$ cat src/rtl/irq_responder.sv
// Interrupt responder: synchronizes a level IRQ, queues XOR'd comparator
// operands in a small FIFO and runs a request/acknowledge handshake.
module irq_responder #(
    parameter logic [7:0] PORT_STATUS = 8'h00,
    parameter logic [7:0] PORT_DATA   = 8'h01,
    parameter int         DEPTH       = 4
) (
    input  logic       clk,
    input  logic       rst_n,
    input  logic       irq_in,
    input  logic [7:0] data_1,
    input  logic [7:0] data_2,
    input  logic [7:0] port_id,
    input  logic       read_strobe,
    input  logic       interrupt_ack,
    output logic [7:0] in_port,
    output logic       interrupt
);
    localparam int AW = (DEPTH > 1) ? $clog2(DEPTH) : 1;
    localparam logic [3:0] FULL_CNT = 4'(DEPTH);

    typedef enum logic [1:0] {
        IDLE,
        PEND,
        SERV
    } state_t;

    state_t state, state_next;

    logic          sync_1, sync_2, sync_3;
    logic          evt;
    logic [7:0]    mem [DEPTH];
    logic [AW-1:0] wptr, rptr;
    logic [3:0]    count;
    logic          ovf;
    logic          empty, full;
    logic          pop, push, ovf_set, status_rd;

    // sync_3 holds the previous synchronizer output for edge detection
    always_ff @(posedge clk or negedge rst_n) begin
        if (!rst_n) begin
            sync_1 <= 1'b0;
            sync_2 <= 1'b0;
            sync_3 <= 1'b0;
        end else begin
            sync_1 <= irq_in;
            sync_2 <= sync_1;
            sync_3 <= sync_2;
        end
    end

    assign evt       = sync_2 & ~sync_3;
    assign empty     = (count == 4'd0);
    assign full      = (count == FULL_CNT);
    assign pop       = read_strobe & (port_id == PORT_DATA) & ~empty;
    assign push      = evt & (~full | pop);
    assign ovf_set   = evt & full & ~pop;
    assign status_rd = read_strobe & (port_id == PORT_STATUS);

    always_ff @(posedge clk) begin
        if (push)
            mem[wptr] <= data_1 ^ data_2;
    end

    // Power-of-two depth lets the pointers wrap by plain overflow
    always_ff @(posedge clk or negedge rst_n) begin
        if (!rst_n) begin
            wptr  <= '0;
            rptr  <= '0;
            count <= 4'd0;
            ovf   <= 1'b0;
        end else begin
            if (push)
                wptr <= wptr + 1'b1;
            if (pop)
                rptr <= rptr + 1'b1;
            if (push && !pop)
                count <= count + 4'd1;
            else if (pop && !push)
                count <= count - 4'd1;
            if (ovf_set)
                ovf <= 1'b1;
            else if (status_rd)
                ovf <= 1'b0;
        end
    end

    always_comb begin
        in_port = 8'h00;
        if (port_id == PORT_DATA)
            in_port = empty ? 8'h00 : mem[rptr];
        else if (port_id == PORT_STATUS)
            in_port = {ovf, empty, full, 1'b0, count};
    end

    always_ff @(posedge clk or negedge rst_n) begin
        if (!rst_n) begin
            state     <= IDLE;
            interrupt <= 1'b0;
        end else begin
            state     <= state_next;
            interrupt <= (state_next == PEND);
        end
    end

    // Acknowledge only matters while a request is pending
    always_comb begin
        state_next = state;
        unique case (state)
            IDLE: if (!empty) state_next = PEND;
            PEND: if (interrupt_ack) state_next = SERV;
            SERV: if (empty) state_next = IDLE;
            default: state_next = IDLE;
        endcase
    end
endmodule

$ cat config.mk
export PLATFORM = sky130hd
export DESIGN_NAME = irq_responder
export DESIGN_NICKNAME = d
export VERILOG_FILES = /design/src/rtl/irq_responder.sv
export SDC_FILE = /design/constraint.sdc
export NUM_CORES = 1
export LEC_CHECK = 0
export CAP_MARGIN = 20
export CORE_MARGIN = 3
export CORE_UTILIZATION = 52
export DETAILED_ROUTE_END_ITERATION = 8
export GPL_TIMING_DRIVEN = 1
export PLACE_DENSITY = 0.79
export SYNTH_ARGS = -nofsm -noshare
export SYNTH_HDL_FRONTEND = slang
export SYNTH_SLANG_ARGS = --single-unit
$ cat constraint.sdc
create_clock -name clk -period 3.1 [get_ports clk]
set_clock_uncertainty 0.2 [all_clocks]
set_input_delay 0.31 -clock clk [delete_from_list [all_inputs] [get_ports clk]]
set_output_delay 0.31 -clock clk [all_outputs]
set_load 0.01 [all_outputs]
==> impl_metrics.ini, run 1 <==
[clock_tree]
cts_hold_buf = 0
post_cts_resized = 0
cts_root_buffer = clkbuf_8
cts_inserted_buffers = 5
clkSlewWorstSetupHoldPaths_ps = 80
cts_sinks = 47
cts_setup_buffers = 0
h-tree-depth = 2
cts_tree = yes
insertion_delay_ps = 290
cts_buffer_depth = 2

[placement]
placedCellCount = 214
hpwl_um = 2860
io_buffer_count = 37
gp_congestion = 0.829

[pwr]
peakVddDrop_mv = 0.379
leakage_nw = 0.946
total_power_w = 0.00160
powerDensity_mw_per_mm2 = 603

[die]
num_rows = 22
fp.coreArea_mm2 = 0.00383
num_io_pins = 38
die_y_um = 70.4
die_area_mm2 = 0.00495
die_width_um = 70.4
initial_core_util_pct = 56.3

[layout]
drive_above_1_share_pct = 15.5
nets = 210
area_growth_pct = 23.2
final_cells = 222
n_antenna_cell = 0

[synthesis]
netlist_top_cells_area = edfxtp_1, dfrtp_1, mux4_2
yosysTopAreaCellShare_pct = 44.6
yosysTopAreaCell = edfxtp_1
synth_area_per_cell_um2 = 16.4
synthesis.nets = 168
synth-seq-area-share_pct = 62.1
syn_area_mm2 = 0.00215
yosysWarnings = 0
netlist_instances = 131
netlist-cell-type-count = 34
synth-seq-cells = 47

[timing]
post-route-period-util_pct = 91.7
hold_violations = 0
relSlewSlack_pct = 55.2
finalSetupViolCount = 0
worst_slew_pin_slew_ps = 670
post-route-min-period_ps = 2840
rsz0062_at_grt = false
fmax_mhz = 352
tns_ps = 0
drv_slew = 0

[critical_path]
crit_cells = 9
slowest_delay_ps = 680
crit_family = simple AND/OR/NAND/NOR gates
path_buf_inv = 1
cp_cell_sequence = or4_4 -> nand3_1 -> ha_1 -> inv_1 -> ha_1 -> a21oi_1 -> a21oi_1 -> o21bai_1 -> xnor2_1
cpMaxStageDelayCell = or4_4
crit_required_ps = 3110
rr_worst_depth = 9
crit_type = flip-flop to flip-flop
worstPathArrival_ps = 2850
cp_max_fo = 13
crit_path_end_kind = flip-flop
cp-start-kind = flip-flop

[detailed_routing]
drt-initial-drc-count = 76
ant_nets = 0
wl_met3_um = 276
top_layer_used = met4
avgRoutedWirePerCell_um = 17.2
route.met2.wl_um = 1950
m1WireLength_um = 1560
drc = 0
wl_um = 3820
viasPerCell = 5.68
num_vias = 1261
drtPass1Iterations = 4

[global_routing]
grt_usage_pct = 16.8
grt_max_degree = 16
grt_pass1_vias = 1360
antenna_found_initial = 0
grt_pass1_wl_um = 6350
grt-ovfl-total = 0

[min_path]
whs_path_depth = 0
min_path_type = flip-flop to flip-flop

[job]
maxCapViolations = 0

[outcome]
outcome = finished clean
-- metrics by stage --
stage | area [um^2] | setup slack [ps] | hold WS (ps) | utilization [%]
2_1_floorplan | 2150 | 587 | -186 | -
3_3_place_gp | 2570 | 200 | 135 | 67.2
3_5_place_dp | 2570 | 30.6 | 150 | 67.2
4_1_cts | 2650 | 243 | 167 | 69.3
5_1_grt | 2650 | 136 | 183 | 69.3
6_report | 2650 | 257 | 160 | 69.3
-- synth_stat cells --
master,n
ha_1,7
buf_4,2
a21oi_1,3
and3_1,2
a211oi_1,2
nor4_1,1
nor3_1,1
and4b_1,1
nand4_1,2
edfxtp_1,32
inv_1,3
nand3_1,3
nor2b_1,1
nor4_4,1
mux2_4,1
fa_1,1
or4_4,1
dfrtp_1,15
xor2_1,8
o221ai_1,1
nor4b_4,1
nand2_1,5
buf_6,1
nand3b_1,1
o21bai_1,1
mux4_2,8
a32o_1,6
xnor2_1,6
mux2_2,1
and2_2,5
nor2_1,2
a21boi_4,1
o21ai_0,3
buf_1,2
-- sequential cells by signal (all words and copies together), names as in the netlist, 2 cells and up --
signal / count
count: 4
mem: 32
rptr: 2
state: 2
wptr: 2
-- cells in the final DEF (no fill, tap or decap) --
cell type,n
clkbuf_8,5
mux4_2,8
o21ai_0,3
xnor2_1,6
a32o_1,6
and3_1,2
nor4b_4,1
nand2_1,5
nor2_1,2
nor4_4,1
a21oi_1,3
nand3b_1,1
a211oi_1,2
nor3_1,1
dfrtp_1,15
xor2_1,8
nand3_1,3
and4b_1,1
clkdlybuf4s50_1,37
mux2_2,1
or4_4,1
nand4_1,2
buf_4,3
mux2_4,1
nor4_1,1
edfxtp_1,32
fa_1,1
nor2b_1,1
ha_1,7
inv_1,3
a21boi_4,1
o221ai_1,1
o21bai_1,1
and2_2,5
clkbuf_1,3
-- worst reg2reg max path: stages (launching register included) --
cell	delay (ps)
dfrtp_1	490
or4_4	680
nand3_1	190
ha_1	160
inv_1	90
ha_1	330
a21oi_1	190
a21oi_1	110
o21bai_1	190
xnor2_1	150
-- final cells by class --
type	count	area (um^2)
flip-flops and latches	47	1340
clock buffers	8	80.1
well taps	48	60.1
repair buffers	40	393
multi-input cells	76	772
fillers	261	1170
inverters	3	11.3
-- kinds of logic (layout without fill, tap and decap cells) --
group | after synthesis | in the layout | synth area share (%)
AND/OR/NAND/NOR | 27 | 27 | 9.06
XOR/XNOR | 14 | 14 | 5.69
AO/OA/AOI/OAI | 17 | 17 | 6.51
multiplexers | 10 | 10 | 9.59
buffers and inverters | 8 | 51 | 2.09
adder cells (fa/ha/maj) | 8 | 8 | 5.00
flip-flops | 47 | 47 | 62.1
-- metal layers --
layer / up-vias / global-route usage (%)
met4: 0 / 4.68
li1: 591 / -
met1: 610 / 19.8
met5: - / 0
met3: 6 / 5.61
met2: 54 / 29.1
-- path summary, 6_finish.rpt --
check,startpoint,end,slack (ps)
setup / recovery,count[0],count[3],260
hold / removal,sync_1,sync_2,160
setup reg to reg,count[0],count[3],260
hold reg to reg,sync_1,sync_2,160
max in group asynchronous,rst_n,sync_1,2040
min in group asynchronous,rst_n,ovf,230
-- power by group --
group / total [W] / switching, W / leakage [nW] / internal, W
registers: 0.000889 / 0.0000983 / 0.469 / 0.000791
logic: 0.000371 / 0.000174 / 0.437 / 0.000197
clock network: 0.000339 / 0.000179 / 0.0395 / 0.000160
Note: power is estimated with default switching activity, not from simulation.
==> run 2: changes to the inputs <==
Settings changed: REMOVE_ABC_BUFFERS set to 1.
==> run 2 against run 1 <==
Count of clock-buffer cells in the layout decreased by 1. Sequential share of layout area decreased by 0.21 points. Die area unchanged. Setup slack improved by 13 ps. Largest cell class unchanged.
==> impl_metrics.ini, run 2 (same netlist as run 1, synthesis figures left out) <==
[outcome]
outcome = finished clean

[timing]
worst_slew_pin_slew_ps = 674
finalSetupViolCount = 0
post-route-min-period_ps = 2830
hold_slack_ps = 140
rsz0062_at_grt = false
fmax_mhz = 353
post-route-period-util_pct = 91.3
relSlewSlack_pct = 54.9
hold_violations = 0
drv_slew = 0
tns_ps = 0

[die]
num_rows = 22
die_area_mm2 = 0.00495
initial_core_util_pct = 56.3
fp.coreArea_mm2 = 0.00383
num_io_pins = 38
die_width_um = 70.4
die_y_um = 70.4

[layout]
drive_above_1_share_pct = 16.7
final_cells = 222
largestRegisters = mem: 32 flops, count: 4 flops
utilization_pct = 69.6
layout_commonest_cell = clkdlybuf4s50_1
nets = 210
n_antenna_cell = 0
largest_register_ffs = 32
largest_register = mem
area_growth_pct = 23.7
final_cell_mix = clkdlybuf4s50_1, edfxtp_1, dfrtp_1
fillerInstances = 261
design_area_mm2 = 0.00266

[clock_tree]
cts_buffer_depth = 2
insertion_delay_ps = 300
cts_inserted_buffers = 5
cts_sinks = 47
clkSlewWorstSetupHoldPaths_ps = 80
cts_root_buffer = clkbuf_8
h-tree-depth = 2
cts_hold_buf = 0
post_cts_resized = 0
cts_tree = yes
cts_setup_buffers = 0

[detailed_routing]
viasPerCell = 5.63
drc = 0
wl_um = 3980
ant_nets = 0
drtPass1Iterations = 4
avgRoutedWirePerCell_um = 17.9
num_vias = 1249
drt-initial-drc-count = 53

[critical_path]
cp_max_fo = 13
crit_path_end = count[3]
crit_required_ps = 3120
rr_endpoint = count[3]
r2r_start = count[0]
crit_path_end_kind = flip-flop
cp-start-kind = flip-flop
r2r_setup_slack_ps = 270
crit_start = count[0]
worstPathArrival_ps = 2850
crit_type = flip-flop to flip-flop
rr_worst_depth = 9

[placement]
gp_congestion = 0.802
place_area_mm2 = 0.00257
io_buffer_count = 37
hpwl_um = 2960
placedCellCount = 214

[pwr]
p_comb_share_pct = 23.3
leakage_nw = 0.954
sw_frac_of_total_pct = 28.8
powerDensity_mw_per_mm2 = 617
p_int_w = 0.00117
p_clk_share_pct = 22.6
peakVddDrop_mv = 0.397
seq_power_share_pct = 54.2
power_switching_w = 0.000474

[global_routing]
grt_max_degree = 16
grt_pass1_wl_um = 6890
grt_usage_pct = 18.4
antenna_found_initial = 0
grt_pass1_vias = 1404
grt-ovfl-total = 0

[job]
maxCapViolations = 0

[min_path]
min_path_type = flip-flop to flip-flop
[run 2: layer usage]
| layer | share of wire, % | vias up | global-route usage, % |
|---|---|---|---|
| met5 | 0 | - | 0 |
| met3 | 5.3 | 6 | 4.89 |
| met1 | 41 | 613 | 22.2 |
| met2 | 52 | 42 | 30.9 |
| li1 | - | 588 | - |
| met4 | 1.6 | 0 | 7.66 |
[run 2: worst min-delay path by stage]
stage	start	endpoint	slack (ps)	cells after the start
floorplan	rst_n	count[0]	-190	0
global placement	sync_1	sync_2	130	0
detailed placement	sync_1	sync_2	130	0
CTS	sync_1	sync_2	140	0
global route	sync_1	sync_2	170	0
finish	sync_1	sync_2	140	0
[run 2: cell type report]
type | count | area (um^2) | share of cell area [%]
clock buffers | 7 | 86.3 | 3.24
repair buffers | 40 | 393 | 14.7
multi-input cells | 76 | 772 | 29.0
clock inverters | 1 | 5.00 | 0.188
inverters | 3 | 11.3 | 0.423
well taps | 48 | 60.1 | 2.25
flip-flops and latches | 47 | 1340 | 50.2
[run 2: critical path, stage by stage (launching register included)]
cell	delay (ps)
dfrtp_1	500
or4_4	630
nand3_1	180
ha_1	170
inv_1	90
ha_1	340
nand3_1	110
and3_1	200
o21bai_1	180
xnor2_1	160
[run 2: metrics by stage]
step | total power [W] | worst slack [ps]
2_1_floorplan | 0.00113 | 529
3_3_place_gp | 0.00125 | 198
3_5_place_dp | 0.00129 | 22.3
4_1_cts | 0.00166 | 211
5_1_grt | 0.00174 | 46.8
6_report | 0.00164 | 270
[run 2: power groups by stage]
stage	Sequential, W	Combinational (W)	Clock (W)
2_1_floorplan	0.000885	0.000246	0
3_3_place_gp	0.000890	0.000363	0
3_5_place_dp	0.000904	0.000386	0
4_1_cts	0.000890	0.000389	0.000378
5_1_grt	0.000903	0.000432	0.000406
6_report	0.000891	0.000383	0.000371
